===== src/rtl/seg_scan_if.sv =====
// seg_scan_if: scanned display bus plus decoded frame/status returned by the monitor
interface seg_scan_if;
  logic [3:0]  scan_digits;
  logic [7:0]  scan_segments;
  logic        clear;
  logic [15:0] value;
  logic [3:0]  dp_out;
  logic [3:0]  blank;
  logic        frame_valid;
  logic        bad_pattern;
  logic        bad_select;
  modport master (
    output scan_digits, scan_segments, clear,
    input  value, dp_out, blank, frame_valid, bad_pattern, bad_select
  );
  modport slave (
    input  scan_digits, scan_segments, clear,
    output value, dp_out, blank, frame_valid, bad_pattern, bad_select
  );
endinterface


===== src/rtl/seg_scan_decoder.sv =====
// seg_scan_decoder: debounces a multiplexed 7-seg scan and reassembles four-digit BCD frames
module seg_scan_decoder #(
  parameter int SETTLE = 4
) (
  input logic      clk,
  input logic      rst,
  seg_scan_if.slave bus_io
);
  localparam logic [3:0] SET    = 4'(SETTLE);
  localparam logic [3:0] SET_M1 = 4'(SETTLE - 1);
  logic [11:0] raw, in_q;
  logic [3:0]  cnt_q, cnt_d, sel, seen_q, seen_d, wr, nib;
  logic        cap, one_hot, multi_hot, done, pat_blank, pat_bad;
  logic [15:0] sh_val_q, sh_val_d, value_q, value_d;
  logic [3:0]  sh_dp_q, sh_dp_d, sh_bl_q, sh_bl_d, dp_q, dp_d, bl_q, bl_d;
  logic        fv_q, bp_q, bp_d, bs_q, bs_d;
  assign raw       = {bus_io.scan_digits, bus_io.scan_segments};
  assign sel       = in_q[11:8];
  assign one_hot   = sel != 4'h0 && (sel & (sel - 4'h1)) == 4'h0;
  assign multi_hot = sel != 4'h0 && !one_hot;
  assign cap       = raw == in_q && cnt_q == SET_M1;
  assign done      = seen_q == 4'hF;
  assign wr        = cap && one_hot ? sel : 4'h0;
  // Dwell length of the current bus value; saturation makes capture fire once per dwell
  always_comb cnt_d = raw != in_q ? 4'd0 : cnt_q == SET ? cnt_q : cnt_q + 4'd1;
  // Active-low A-G pattern to BCD; blank maps to F, anything unknown to E
  always_comb begin
    nib = 4'hE;
    pat_blank = 1'b0;
    pat_bad = 1'b0;
    case (in_q[6:0])
      7'h40: nib = 4'h0;
      7'h79: nib = 4'h1;
      7'h24: nib = 4'h2;
      7'h30: nib = 4'h3;
      7'h19: nib = 4'h4;
      7'h12: nib = 4'h5;
      7'h02: nib = 4'h6;
      7'h78: nib = 4'h7;
      7'h00: nib = 4'h8;
      7'h10: nib = 4'h9;
      7'h7F: begin nib = 4'hF; pat_blank = 1'b1; end
      default: pat_bad = 1'b1;
    endcase
  end
  // Shadow slot writes, frame hand-off once all digits are seen, sticky error flags
  always_comb begin
    sh_val_d = sh_val_q;
    sh_dp_d = sh_dp_q;
    sh_bl_d = sh_bl_q;
    for (int i = 0; i < 4; i++) begin
      if (wr[i]) begin
        sh_val_d[4*i +: 4] = nib;
        sh_dp_d[i] = ~in_q[7];
        sh_bl_d[i] = pat_blank;
      end
    end
    seen_d  = (done ? 4'h0 : seen_q) | wr;
    value_d = done ? sh_val_q : value_q;
    dp_d    = done ? sh_dp_q : dp_q;
    bl_d    = done ? sh_bl_q : bl_q;
    bp_d    = (bp_q & ~bus_io.clear) | (cap & one_hot & pat_bad);
    bs_d    = (bs_q & ~bus_io.clear) | (cap & multi_hot);
  end
  // State registers
  always_ff @(posedge clk or posedge rst) begin
    if (rst) begin
      in_q <= '0;
      cnt_q <= '0;
      seen_q <= '0;
      sh_val_q <= '0;
      sh_dp_q <= '0;
      sh_bl_q <= '0;
      value_q <= '0;
      dp_q <= '0;
      bl_q <= '0;
      fv_q <= 1'b0;
      bp_q <= 1'b0;
      bs_q <= 1'b0;
    end else begin
      in_q <= raw;
      cnt_q <= cnt_d;
      seen_q <= seen_d;
      sh_val_q <= sh_val_d;
      sh_dp_q <= sh_dp_d;
      sh_bl_q <= sh_bl_d;
      value_q <= value_d;
      dp_q <= dp_d;
      bl_q <= bl_d;
      fv_q <= done;
      bp_q <= bp_d;
      bs_q <= bs_d;
    end
  end
  assign bus_io.value       = value_q;
  assign bus_io.dp_out      = dp_q;
  assign bus_io.blank       = bl_q;
  assign bus_io.frame_valid = fv_q;
  assign bus_io.bad_pattern = bp_q;
  assign bus_io.bad_select  = bs_q;
endmodule


===== src/flat_wrapper.sv =====
// flat-port wrapper written by rule: the top's interface ports become plain ports
module seg_scan_decoder_flat 
#(
  parameter int SETTLE = 4
)
  (clk, rst, bus_io_scan_digits, bus_io_scan_segments, bus_io_clear, bus_io_value, bus_io_dp_out, bus_io_blank, bus_io_frame_valid, bus_io_bad_pattern, bus_io_bad_select);
  seg_scan_if bus_io_i ();
  input logic clk;
  input logic rst;
  input wire logic [$bits(bus_io_i.scan_digits)-1:0] bus_io_scan_digits;
  input wire logic [$bits(bus_io_i.scan_segments)-1:0] bus_io_scan_segments;
  input wire logic [$bits(bus_io_i.clear)-1:0] bus_io_clear;
  output wire logic [$bits(bus_io_i.value)-1:0] bus_io_value;
  output wire logic [$bits(bus_io_i.dp_out)-1:0] bus_io_dp_out;
  output wire logic [$bits(bus_io_i.blank)-1:0] bus_io_blank;
  output wire logic [$bits(bus_io_i.frame_valid)-1:0] bus_io_frame_valid;
  output wire logic [$bits(bus_io_i.bad_pattern)-1:0] bus_io_bad_pattern;
  output wire logic [$bits(bus_io_i.bad_select)-1:0] bus_io_bad_select;
  assign bus_io_i.scan_digits = bus_io_scan_digits;
  assign bus_io_i.scan_segments = bus_io_scan_segments;
  assign bus_io_i.clear = bus_io_clear;
  assign bus_io_value = bus_io_i.value;
  assign bus_io_dp_out = bus_io_i.dp_out;
  assign bus_io_blank = bus_io_i.blank;
  assign bus_io_frame_valid = bus_io_i.frame_valid;
  assign bus_io_bad_pattern = bus_io_i.bad_pattern;
  assign bus_io_bad_select = bus_io_i.bad_select;
  seg_scan_decoder #(.SETTLE(SETTLE)) u_core (.clk(clk), .rst(rst), .bus_io(bus_io_i));
endmodule

===== config.mk =====
export PLATFORM = sky130hd
export DESIGN_NAME = seg_scan_decoder_flat
export DESIGN_NICKNAME = d
export VERILOG_FILES = /design/src/rtl/seg_scan_if.sv /design/src/rtl/seg_scan_decoder.sv /design/src/flat_wrapper.sv
export SDC_FILE = /design/constraint.sdc
export NUM_CORES = 1
export LEC_CHECK = 0
export CORE_ASPECT_RATIO = 0.7
export CORE_UTILIZATION = 50
export DETAILED_ROUTE_END_ITERATION = 7
export PLACE_DENSITY = 0.74
export SYNTH_ARGS = -nofsm -noshare
export SYNTH_HDL_FRONTEND = slang
export SYNTH_SLANG_ARGS = --single-unit

===== constraint.sdc =====
create_clock -name clk -period 4.9 [get_ports clk]
set_clock_uncertainty 0.2 [all_clocks]
set_input_delay 0.735 -clock clk [delete_from_list [all_inputs] [get_ports clk]]
set_output_delay 0.735 -clock clk [all_outputs]
set_load 0.005 [all_outputs]

==> impl_metrics.json, run 1 <==
{
  "status": "completed",
  "cts_root_buffer": "clkbuf_8",
  "num_antenna_cells": 0,
  "dpl_cell_area_sq_um": 3530,
  "yosysSeqAreaShare": 0.571,
  "r2r_setup_slack_ps": 2120,
  "endpoint_kind": "flop",
  "arrival_ps": 3130,
  "drt_iter0_markers": 117,
  "path_clk_slew_ps": 80,
  "port_buffers": 41,
  "grt_util_all_layers": 0.211,
  "synth.cell_area_sq_um": 3110,
  "setup_tns_ps": 0,
  "max_freq_mhz": 321,
  "start_kind": "primary input",
  "die_w_um": 96.3,
  "start_util": 0.530,
  "hold_class": "reg2reg",
  "htree_levels": 3,
  "num_rows": 23,
  "dr.pass1.iters": 5,
  "fin_nets": 345,
  "drc": 0,
  "p_int_uw": 899,
  "pwr-share-comb": 0.048,
  "synth_edf_count": 0,
  "r2r_end": "u_core.sh_val_q[5]",
  "routed_wl_mm": 5.98,
  "post_cts_resized": 0,
  "num_vias": 2162,
  "yosysTopAreaCell": "dfrtp_1",
  "nFillCells": 490,
  "max_slew.worst_pin.slew_ps": 1030,
  "cp.required_ps": 4920,
  "cts_setup_buffers": 0,
  "cp-endpoint": "u_core.sh_val_q[5]",
  "die_h_um": 68.0,
  "grt_remaining_overflow": 0,
  "cap_viol_max_count": 0,
  "gp_congestion": 0.816,
  "power_leakage_uw": 0.00186,
  "rsz0062_at_grt": "false",
  "clkSinkCount": 71,
  "p_seq_frac": 0.524,
  "drive_above_1_share": 0.0781,
  "syn-num-nets": 308,
  "clockBufferDepth": 2,
  "cts_tree": "yes",
  "hold_viol": 0,
  "avgViaCountPerCell": 5.30,
  "pwr-share-clk": 0.428,
  "holdBufCountCts": 0,
  "yosys_register_bits": 71,
  "synth_area_leaders": "dfrtp_1, nand2_1, xor2_1",
  "path_max_fanout": 9,
  "min_period_ps": 3120,
  "setup_viol": 0,
  "critPathKind": "in2reg",
  "max_slew_margin": 0.313,
  "worstSetupStartpoint": "bus_io_scan_segments[3]",
  "vdd_drop_max_mv": 0.208,
  "regToRegStartpoint": "u_core.in_q[3]",
  "yosysWarnings": 0,
  "switching_power_uw": 253,
  "drtAntennaViolNets": 0,
  "r2r.worst_path.cells": 5,
  "grt_max_degree": 50,
  "area_delta_synth_final_pct": 20.2,
  "async_flop_share": 1.00,
  "fp.coreArea_sq_um": 5870,
  "wl_per_cell_um": 14.6,
  "cts_buffers": 9,
  "ys_dominant_reg_cell": "dfrtp_1",
  "ys_types": 44,
  "period_share": 0.636,
  "netSwitchingFraction": 0.220,
  "hpwl_mm": 4.08,
  "die_area_sq_um": 6550,
  "syn_area_per_cell_sq_um": 10.7,
  "synth_top_area_frac": 0.571,
  "p_per_area_nw_per_um2": 308,
  "syn_inst": 291,
  "antenna_found_initial": 0,
  "grt_pass1_wl_mm": 10.0,
  "clock_latency_ps": 330,
  "grt_pass1_vias": 2029,
  "fin_area_sq_um": 3740,
  "slew_viol_final": 0,
  "io-pin-count": 42
}
[per-layer routing]
layer,wire length (um),vias up,global-route usage
li1,-,1050,-
met1,3050,1037,0.295
met2,2570,71,0.309
met3,327,4,0.0811
met4,25,0,0.0570
met5,0,-,0
[per-stage QoR]
step	hold WS, ps	setup WS (ps)	std cells	utilization	total power [uW]
6_report	270	1780	408	0.637	1150
5_1_grt	295	1690	408	0.637	1200
4_1_cts	272	1810	408	0.637	1170
3_5_place_dp	254	1440	392	0.601	670
3_3_place_gp	253	1490	392	0.601	668
2_1_floorplan	232	2170	291	-	648
[power groups by stage]
stage | clock, uW | combinational, uW | sequential [uW]
2_1_floorplan | 0 | 42.5 | 605
3_3_place_gp | 0 | 54.4 | 614
3_5_place_dp | 0 | 55.7 | 614
4_1_cts | 509 | 55.9 | 603
5_1_grt | 535 | 61.6 | 605
6_report | 494 | 54.9 | 604
[worst max-delay path, stage by stage]
cell,delay (ps)
clkdlybuf4s50_1,430
xor2_1,170
nor4_2,390
nand4_2,270
or4_1,740
mux2_1,390
[cell type report]
cell class | instances | area (sq um) | share of cell area
inverter | 18 | 67.6 | 0.0181
multi-input combinational | 185 | 1160 | 0.311
clock inverter | 6 | 85.1 | 0.0227
sequential | 71 | 1780 | 0.475
tap | 75 | 93.8 | 0.0251
timing repair buffer | 43 | 425 | 0.114
clock buffer | 10 | 128 | 0.0341
[registers in the layout (all words and copies together) (netlist names), 4 cells and up]
signal and flops:
u_core.sh_dp_q 4, u_core.sh_bl_q 4, u_core.in_q 12, u_core.sh_val_q 16
u_core.seen_q 4, u_core.bus_io.dp_out 4, u_core.bus_io.value 16, u_core.bus_io.blank 4
u_core.cnt_q 4
[cell families (layout without fill, tap and decap cells)]
logic type                 Yosys count  count (layout)  share of synthesized area
AOI/OAI and AO/OA                   33              33                     0.0647
buffers and inverters               35              77                     0.0547
muxes                               22              22                     0.0780
xor gates and xnor gates            15              15                     0.0422
adders and majority gates            3               3                     0.0113
and+or+nand+nor                    112             112                      0.178
DFF                                 71              71                      0.571
[cells in the mapped netlist (3+ instances only)]
library cell and instances:
dfrtp_1 71, nand2_1 66, inv_1 18, o21ai_0 16, xor2_1 13, clkbuf_1 11
mux2_1 10, mux2i_1 10, nand2b_1 8, nor2_1 6, buf_6 5, nand3_1 5
nor3_1 4, nor4_1 4, nand3b_1 3, nand4_1 3, o21ai_1 3, or4_1 3
[worst min path at each step]
stage                     slack [ps]  depth (start not counted)                start                      end
after floorplan                  230                          2    u_core.sh_dp_q[0]  u_core.bus_io.dp_out[0]
after global placement           250                          2   u_core.sh_val_q[2]   u_core.bus_io.value[2]
after detailed placement         250                          2   u_core.sh_val_q[2]   u_core.bus_io.value[2]
after CTS                        270                          2  u_core.sh_val_q[14]  u_core.bus_io.value[14]
after global routing             300                          2    u_core.sh_bl_q[3]   u_core.bus_io.blank[3]
final                            270                          2   u_core.sh_val_q[2]   u_core.bus_io.value[2]
[placed cells by master, fill, tap and decap left out, drive strengths merged, types with 3 or more instances in the layout]
master	Yosys	routed
nor3	4	4
nor4	7	7
nand2	66	66
mux2	12	12
nand3b	3	3
o21ai	19	19
or4	3	3
nand3	5	5
clkbuf	11	10
xor2	13	13
clkdlybuf4s50	0	41
nand4	4	4
dfrtp	71	71
nor2	6	6
inv	18	18
mux2i	10	10
nand2b	8	8
Note: power is estimated with default switching activity, not from simulation.
==> run 2: changes to the inputs <==
==> constraint.sdc (replaced) <==
create_clock -name clk -period 2.9 [get_ports clk]
set_clock_uncertainty 0.2 [all_clocks]
set_input_delay 0.435 -clock clk [delete_from_list [all_inputs] [get_ports clk]]
set_output_delay 0.435 -clock clk [all_outputs]
set_load 0.005 [all_outputs]
==> impl_metrics.json, run 2 (synthesized netlist as in run 1, its figures left out) <==
{
  "antenna_found_initial": 0,
  "drt_iter0_markers": 100,
  "cap_viol_max_count": 0,
  "cp.required_ps": 2930,
  "clkSinkCount": 71,
  "num_rows": 23,
  "slew_viol_final": 0,
  "cts_setup_buffers": 0,
  "area_delta_synth_final_pct": 22.1,
  "clock_latency_ps": 350,
  "die_h_um": 68.0,
  "dr.pass1.iters": 4,
  "max_slew.worst_pin.slew_ps": 571,
  "whs_ps": 233,
  "num_vias": 2159,
  "status": "completed",
  "max_freq_mhz": 383,
  "vdd_drop_max_mv": 0.316,
  "setup_tns_ps": 0,
  "path_max_fanout": 5,
  "path_clk_slew_ps": 70,
  "post_cts_resized": 0,
  "fin_nets": 353,
  "grt_pass1_wl_mm": 10.7,
  "cts_tree": "yes",
  "setup_viol": 0,
  "routed_wl_mm": 6.22,
  "r2r_setup_slack_ps": 320,
  "cpLargestDelayFamily": "simple AND/OR/NAND/NOR gates",
  "endpoint_kind": "flop",
  "rsz0062_at_grt": "false",
  "port_buffers": 41,
  "place_ws_ps": -89.2,
  "grt_pass1_vias": 2132,
  "grt_util_all_layers": 0.226,
  "hold_class": "in2async",
  "crit_chain": "clkdlybuf4s50_1 > xor2_1 > nor4_2 > nand4_2 > or4_1 > mux2_1",
  "num_antenna_cells": 0,
  "p_per_area_nw_per_um2": 502,
  "die_w_um": 96.3,
  "start_util": 0.530,
  "crit_slowest_cell": "or4_1",
  "htree_levels": 3,
  "gp_congestion": 0.776,
  "grt_max_degree": 52,
  "final_common_cell": "dfrtp_1",
  "holdBufCountCts": 0,
  "start_kind": "primary input",
  "fp.coreArea_sq_um": 5870,
  "cts_root_buffer": "clkbuf_8",
  "io-pin-count": 42,
  "min_period_ps": 2610,
  "drc": 0,
  "grt_remaining_overflow": 0,
  "cts_buffers": 9,
  "max_stage_delay_ps": 620,
  "power_leakage_uw": 0.00189,
  "clockBufferDepth": 2,
  "layout.cells.most_common_list": "dfrtp_1, nand2_1, clkdlybuf4s50_1",
  "hold_viol": 0,
  "layout_setup_ws_ps": 287,
  "drive_above_1_share": 0.0997,
  "drtAntennaViolNets": 0,
  "arrival_ps": 2640,
  "period_share": 0.901,
  "cp_num_buf_inv": 1,
  "max_slew_margin": 0.618,
  "die_area_sq_um": 6550,
  "wl_per_cell_um": 14.9,
  "total_power_uw": 1910,
  "critPathKind": "in2reg",
  "avgViaCountPerCell": 5.19,
  "hpwl_mm": 4.45
}
run 2: metal layers:
metal | GRT usage | wire, um | vias up
li1 | - | - | 1067
met4 | 0.0772 | 71 | 0
met1 | 0.326 | 3210 | 1029
met3 | 0.0733 | 292 | 8
met2 | 0.323 | 2640 | 55
met5 | 0 | 0 | -
run 2: worst paths after layout:
check	startpoint	to	cells after the start
worst max-delay path	bus_io_scan_segments[3]	u_core.sh_val_q[9]	6
worst min-delay path	rst	u_core.in_q[2]	2
worst max register to register	u_core.in_q[3]	u_core.sh_val_q[9]	5
worst min register to register	u_core.sh_val_q[13]	u_core.bus_io.value[13]	2
max in group asynchronous	rst	u_core.bus_io.value[8]	3
min in group clk	u_core.sh_val_q[13]	u_core.bus_io.value[13]	2
run 2: area by class of cell:
type                       count  area [sq um]
fill                         495          2070
sequential                    71          1780
inverter                      18          67.6
tap                           75          93.8
multi-input combinational    185          1160
timing repair buffer          51           498
clock buffer                  11           141
clock inverter                 5          57.6
run 2: metrics by stage:
stage | cells | cell area (sq um) | utilization
6_report | 416 | 3800 | 0.647
5_1_grt | 416 | 3800 | 0.647
4_1_cts | 416 | 3800 | 0.647
3_5_place_dp | 400 | 3600 | 0.613
3_3_place_gp | 400 | 3600 | 0.613
2_1_floorplan | 291 | 3110 | -
run 2: report_power, final:
part,total (uW),internal (uW),switching [uW]
sequential,1020,998,22.2
combinational,95.5,42.5,52.9
clock,790,419,371
total,1910,1460,446
run 2: worst reg2reg max path, cell delays in order (launching register included):
cell and delay [ps]:
dfrtp_1 490, xor2_1 190, nor4_2 390, nand4_2 200, or4_1 620, mux2_1 360
==> run 3: changes to the inputs <==
--- a/config.mk
+++ b/config.mk
@@ -5,6 +5,7 @@
 export SDC_FILE = /design/constraint.sdc
 export NUM_CORES = 1
 export LEC_CHECK = 0
+export CAP_MARGIN = 5
 export CORE_ASPECT_RATIO = 0.7
 export CORE_UTILIZATION = 50
 export DETAILED_ROUTE_END_ITERATION = 7
==> results of run 3 <==
No change in the layout: final DEF, timing and power equal those of run 2.
